==> src/rtl/motor_driver.sv <==
// motor_driver: receiver for the 2-bit motor command bus, driving an H-bridge
// (in1/in2 direction pins plus a PWM enable). Coasts for DEAD_TIME cycles on any
// reversal or brake-to-drive change.
// Build option MOTOR_RAMP_EN: when defined, duty soft-starts from zero on drive
// entry and climbs by RAMP_STEP once per PWM period. When undefined, duty jumps
// straight to the target and no ramp logic is built.
//
// state | meaning
// IDLE  | coast, bridge off
// FWD   | forward drive, ena carries PWM
// BACK  | backward drive, ena carries PWM
// BRAKE | both low-side on, ena solid high
// DEAD  | forced coast for DEAD_TIME cycles before a new drive direction
module motor_driver #(
   parameter int unsigned PWM_PERIOD = 1000,
   parameter int unsigned FWD_DUTY   = 700,
   parameter int unsigned BACK_DUTY  = 500,
   parameter int unsigned RAMP_STEP  = 50,
   parameter int unsigned DEAD_TIME  = 200000
) (
   input  logic       clkus,
   input  logic       rst,
   input  logic [1:0] motor,
   output logic       in1,
   output logic       in2,
   output logic       ena,
   output logic       moving,
   output logic       dead
);
   localparam int unsigned   DW        = $clog2(DEAD_TIME + 1);
   localparam logic [15:0]   PWM_LAST  = 16'(PWM_PERIOD - 1);
   localparam logic [15:0]   FWD_TGT   = 16'(FWD_DUTY);
   localparam logic [15:0]   BACK_TGT  = 16'(BACK_DUTY);
   localparam logic [DW-1:0] DEAD_LOAD = DW'(DEAD_TIME);

   typedef enum logic [4:0] {
      IDLE  = 5'b00001,
      FWD   = 5'b00010,
      BACK  = 5'b00100,
      BRAKE = 5'b01000,
      DEAD  = 5'b10000
   } state_t;

   state_t        state_q, state_d;
   logic [15:0]   pwm_cnt_q, pwm_cnt_d;
   logic [15:0]   duty_q, duty_d;
   logic [15:0]   target;
   logic [DW-1:0] dead_cnt_q, dead_cnt_d;
   logic          in1_q, in2_q, ena_q, moving_q, dead_q;
   logic          in1_d, in2_d, ena_d, moving_d, dead_d;
   logic          period_end, drive_d, entering;
`ifdef MOTOR_RAMP_EN
   logic [16:0]   duty_sum;
`endif

   // Direct command decode, used from IDLE and when dead time expires.
   function automatic state_t cmd_state(input logic [1:0] cmd);
      case (cmd)
         2'b01:   return FWD;
         2'b10:   return BACK;
         2'b11:   return BRAKE;
         default: return IDLE;
      endcase
   endfunction

   // Next-state decode; any reversal or brake-to-drive detours through DEAD.
   always_comb begin
      state_d = state_q;
      case (state_q)
         IDLE:  state_d = cmd_state(motor);
         FWD: begin
            case (motor)
               2'b00:   state_d = IDLE;
               2'b10:   state_d = DEAD;
               2'b11:   state_d = BRAKE;
               default: state_d = FWD;
            endcase
         end
         BACK: begin
            case (motor)
               2'b00:   state_d = IDLE;
               2'b01:   state_d = DEAD;
               2'b11:   state_d = BRAKE;
               default: state_d = BACK;
            endcase
         end
         BRAKE: begin
            case (motor)
               2'b00:   state_d = IDLE;
               2'b11:   state_d = BRAKE;
               default: state_d = DEAD;
            endcase
         end
         DEAD: begin
            if (dead_cnt_q == DW'(1)) state_d = cmd_state(motor);
         end
         default: state_d = IDLE;
      endcase
   end

   // PWM counter, dead-time down-counter, duty update and output decode from next state.
   always_comb begin
      period_end = (pwm_cnt_q == PWM_LAST);
      pwm_cnt_d  = period_end ? 16'd0 : pwm_cnt_q + 16'd1;
      drive_d    = (state_d == FWD) || (state_d == BACK);
      entering   = drive_d && (state_d != state_q);
      target     = (state_d == FWD) ? FWD_TGT : BACK_TGT;

      dead_cnt_d = '0;
      if (state_d == DEAD) begin
         dead_cnt_d = (state_q == DEAD) ? dead_cnt_q - DW'(1) : DEAD_LOAD;
      end

      duty_d = '0;
`ifdef MOTOR_RAMP_EN
      duty_sum = {1'b0, duty_q} + 17'(RAMP_STEP);
      if (entering) begin
         duty_d = '0;
      end else if (drive_d) begin
         if (period_end) begin
            duty_d = (duty_sum > {1'b0, target}) ? target : duty_sum[15:0];
         end else begin
            duty_d = duty_q;
         end
      end
`else
      if (entering) begin
         duty_d = target;
      end else if (drive_d) begin
         duty_d = duty_q;
      end
`endif

      in1_d    = (state_d == FWD)  || (state_d == BRAKE);
      in2_d    = (state_d == BACK) || (state_d == BRAKE);
      ena_d    = (state_d == BRAKE) || (drive_d && (pwm_cnt_d < duty_d));
      moving_d = drive_d;
      dead_d   = (state_d == DEAD);
   end

   // State, counters and registered bridge outputs with synchronous reset.
   always_ff @(posedge clkus) begin
      if (rst) begin
         state_q    <= IDLE;
         pwm_cnt_q  <= '0;
         duty_q     <= '0;
         dead_cnt_q <= '0;
         in1_q      <= 1'b0;
         in2_q      <= 1'b0;
         ena_q      <= 1'b0;
         moving_q   <= 1'b0;
         dead_q     <= 1'b0;
      end else begin
         state_q    <= state_d;
         pwm_cnt_q  <= pwm_cnt_d;
         duty_q     <= duty_d;
         dead_cnt_q <= dead_cnt_d;
         in1_q      <= in1_d;
         in2_q      <= in2_d;
         ena_q      <= ena_d;
         moving_q   <= moving_d;
         dead_q     <= dead_d;
      end
   end

   assign in1    = in1_q;
   assign in2    = in2_q;
   assign ena    = ena_q;
   assign moving = moving_q;
   assign dead   = dead_q;

endmodule
==> config.mk <==
export PLATFORM = sky130hd
export DESIGN_NAME = motor_driver
export DESIGN_NICKNAME = d
export VERILOG_FILES = /design/src/rtl/motor_driver.sv
export SDC_FILE = /design/constraint.sdc
export NUM_CORES = 1
export LEC_CHECK = 0
export BUFFER_PORTS_ARGS = -buffer_cell sky130_fd_sc_hd__buf_2
export CAP_MARGIN = 15
export CORE_MARGIN = 5
export CORE_UTILIZATION = 25
export DETAILED_ROUTE_END_ITERATION = 7
export PLACE_DENSITY = 0.49
export SLEW_MARGIN = 0
export SYNTH_ARGS = -nofsm -noshare
export SYNTH_HDL_FRONTEND = slang
export SYNTH_SLANG_ARGS = --single-unit
==> constraint.sdc <==
create_clock -name clkus -period 7.6 [get_ports clkus]
set_input_delay 1.14 -clock clkus [delete_from_list [all_inputs] [get_ports clkus]]
set_output_delay 1.14 -clock clkus [all_outputs]
set_load 0.03 [all_outputs]
==> flow_metrics.py <==
metrics = {
    "logic_synthesis": {
        "synth_edf_count": 0,
        "yosys_warnings": 0,
        "yosys.area.top_type": "dfxtp_1",
        "netlist.area_leader.share_pct": 36.46,
        "ys_types": 60,
        "synthTopCellsByCount": "60 x dfxtp_1, 50 x nor2_1, 22 x ha_1, 19 x nor3_1",
        "synth_seq_cells": 60,
        "synth_area_leaders": "dfxtp_1 36%, ha_1 8.4%, nor2_1 5.7%, xnor2_1 4.5%, xor2_1 3.2%",
        "synthesis.area_um2": 3294,
        "seq_area_frac_synth_pct": 36.46,
        "avgSynthCellArea_um2": 8.952,
        "yosys_most_used_dff": "dfxtp_1",
        "synth_fp_nets": 394,
        "synth_async_sr_flop_share_pct": 0,
        "yosysMostFrequentCell": "dfxtp_1",
        "syn_inst": 368,
    },
    "critical_path": {
        "cp_max_fo": 12,
        "worst_ep_arrival_time_ps": 4970,
        "startpoint_type": "input pin",
        "crit_type": "input pin to flip-flop",
        "cp-startpoint": "motor[1]",
        "worstPathRequired_ps": 7850,
        "cp-end-kind": "flip-flop",
        "worstReg2RegStart": "state_q[2]",
    },
    "final_layout": {
        "syn2layout_area_growth_pct": 15.42,
        "final_nets": 400,
        "finish.instance_area_um2": 3802,
        "drive_gt1_share_pct": 12.40,
        "finish.utilization_pct": 29.06,
        "diodes": 0,
    },
    "job": {
        "cap_violations": 0,
    },
    "power": {
        "irDropWorstVdd_uv": 112.1,
        "p_sw_uw": 238.9,
        "comb_power_share_pct": 15.6,
        "p_leak_nw": 1.594,
        "powerDensity_nw_per_um2": 233.4,
        "clockPowerShare_pct": 46.3,
        "sw_frac_of_total_pct": 26.93,
        "p_seq_share_pct": 38.1,
        "internal-power_uw": 648.4,
    },
    "placed_design": {
        "globalplace.congestion": 0.8096,
        "numPortBuffers": 8,
        "dp_hpwl_mm": 5.142,
        "placed_area_um2": 3498,
    },
    "global_route": {
        "grt_pass1_wl_mm": 12.48,
        "grt_max_degree": 35,
        "antenna_found_initial": 0,
        "grt_busiest_layer": "met2",
        "grt_overflow": 0,
        "grt_pass1_vias": 2542,
        "track_usage_pct": 9.749,
        "grt_use_met1_pct": 13.04,
        "grtUsageMet2_pct": 14.73,
        "met3_usage_pct": 3.002,
    },
    "sta": {
        "final.setup.tns_ps": 0,
        "slew_viol_final": 0,
        "fin_crit_sh_pct": 62.06,
        "finalSetupViolations": 0,
        "rsz0062_at_grt": "false",
        "max_slew_margin_pct": 35.12,
        "period_minus_slack_ps": 4717,
        "max_slew.worst_pin.slew_ps": 969.6,
        "fmax_ghz": 0.2120,
        "fin_skew_ps": 5.517,
        "final-hold-violation-count": 0,
    },
    "floorplan": {
        "ioPinCount": 9,
        "die_h_um": 124.8,
        "die_x_um": 124.8,
        "die-area_um2": 15570,
        "core_area_um2": 13090,
        "rows": 42,
        "start_util_pct": 25.18,
    },
    "drt": {
        "routedWlPerCell_um": 12.82,
        "drc": 0,
        "wirelength_mm": 7.114,
        "vias": 2572,
        "drt-pass1-iter-count": 4,
        "viasPerCell": 4.634,
        "drtIter0Drc": 240,
        "ant_nets": 0,
    },
    "clocking": {
        "worst_skew_pair.late_latency_ps": 330,
        "path_clk_slew_ps": 50,
        "cts_sinks": 60,
        "clockRootBuffer": "clkbuf_16",
        "postCtsSetupBuffers": 0,
        "clock_path_buffers": 2,
        "htreeDepth": 3,
        "cts_tree": "done",
        "numCtsBuffers": 9,
        "cts_resized": 0,
        "ctsHoldBuffers": 0,
    },
    "worst_hold_path": {
        "holdCritStartpoint": "duty_q[0]",
        "hold_path_class": "flip-flop to flip-flop",
    },
    "run_status": {
        "status": "finished, final reports clean",
    },
}
-- cells by family (layout without fill, tap and decap cells) --
logic type / after synthesis / in the layout / synth area share [%]
AO/OA/AOI/OAI: 60 / 60 / 14.17
multiplexers: 2 / 2 / 0.6456
flip-flops: 60 / 60 / 36.46
XOR/XNOR: 29 / 29 / 7.710
AND/OR/NAND/NOR: 169 / 169 / 29.05
adder cells (fa/ha/maj): 22 / 22 / 8.355
buffers and inverters: 26 / 37 / 3.608
-- critical path, stage by stage --
cell       delay (ps)
buf_2             110
inv_1              70
ha_1              280
nor4b_1           440
mux2_2            390
a31o_2            220
a211oi_2          230
o221ai_2          320
nor2_8            260
nand2_1            80
ha_1              290
a2111oi_0         420
o21ai_0           150
o21ai_0           100
o21ai_0           120
o32a_1            200
a211oi_2          130
-- power groups by stage --
stage	Sequential [mW]	Clock (mW)	Combinational (mW)
6_report	0.338	0.411	0.138
3_3_place_gp	0.345	0	0.136
4_1_cts	0.338	0.423	0.139
5_1_grt	0.340	0.437	0.156
2_1_floorplan	0.342	0	0.116
3_5_place_dp	0.345	0	0.139
-- final cells by class --
| type | count | area, µm² |
|---|---|---|
| Timing Repair Buffer | 10 | 55.05 |
| Multi-Input combinational cell | 282 | 1981 |
| Clock buffer | 12 | 256.5 |
| Clock inverter | 4 | 47.55 |
| Inverter | 11 | 41.29 |
| Sequential cell | 60 | 1201 |
| Fill cell | 1384 | 9283 |
| Tap cell | 176 | 220.2 |
-- sequential cells by signal (all words and copies together), names as in the netlist --
register and cells:
duty_q 16, in2 1, pwm_cnt_q 16, ena 1
dead_cnt_q 18, in1 1, state_q 5, moving 1
dead 1
-- final timing paths --
| check | end | slack, ps | depth (start not counted) |
|---|---|---|---|
| max reg2reg | ena | 3000 | 15 |
| min | duty_q[0] | 450 | 1 |
| max | ena | 2880 | 17 |
| min reg2reg | duty_q[0] | 450 | 1 |
-- placed cells by master (no fill, tap or decap), types with 6 or more instances in the layout --
cell        n
nor2_1     50
a21oi_1    14
nor2b_1    14
nor4_1      7
xnor2_1    17
inv_1      11
nand3_1    13
o21ai_0     6
buf_2       8
xor2_1     12
nor3_1     19
nand2_1    17
dfxtp_1    60
clkbuf_16   9
ha_1       22
and2_1     10
-- through the flow --
| step | total power [mW] | setup WS [ps] | cells | hold WS (ps) |
|---|---|---|---|---|
| 3_3_place_gp | 0.4810 | 2778 | 539 | 438.0 |
| 3_5_place_dp | 0.4836 | 2587 | 539 | 436.2 |
| 2_1_floorplan | 0.4580 | 3224 | 368 | 421.4 |
| 4_1_cts | 0.9002 | 2909 | 555 | 450.7 |
| 6_report | 0.8873 | 2883 | 555 | 451.6 |
| 5_1_grt | 0.9325 | 2550 | 555 | 462.1 |
-- routing by layer --
| metal | part of all wire [%] | vias up |
|---|---|---|
| met5 | 0 | - |
| met4 | 1.1 | 0 |
| met3 | 2.8 | 8 |
| met2 | 45 | 37 |
| met1 | 51 | 1201 |
| li1 | - | 1326 |
Note: power is estimated with default switching activity, not from simulation.
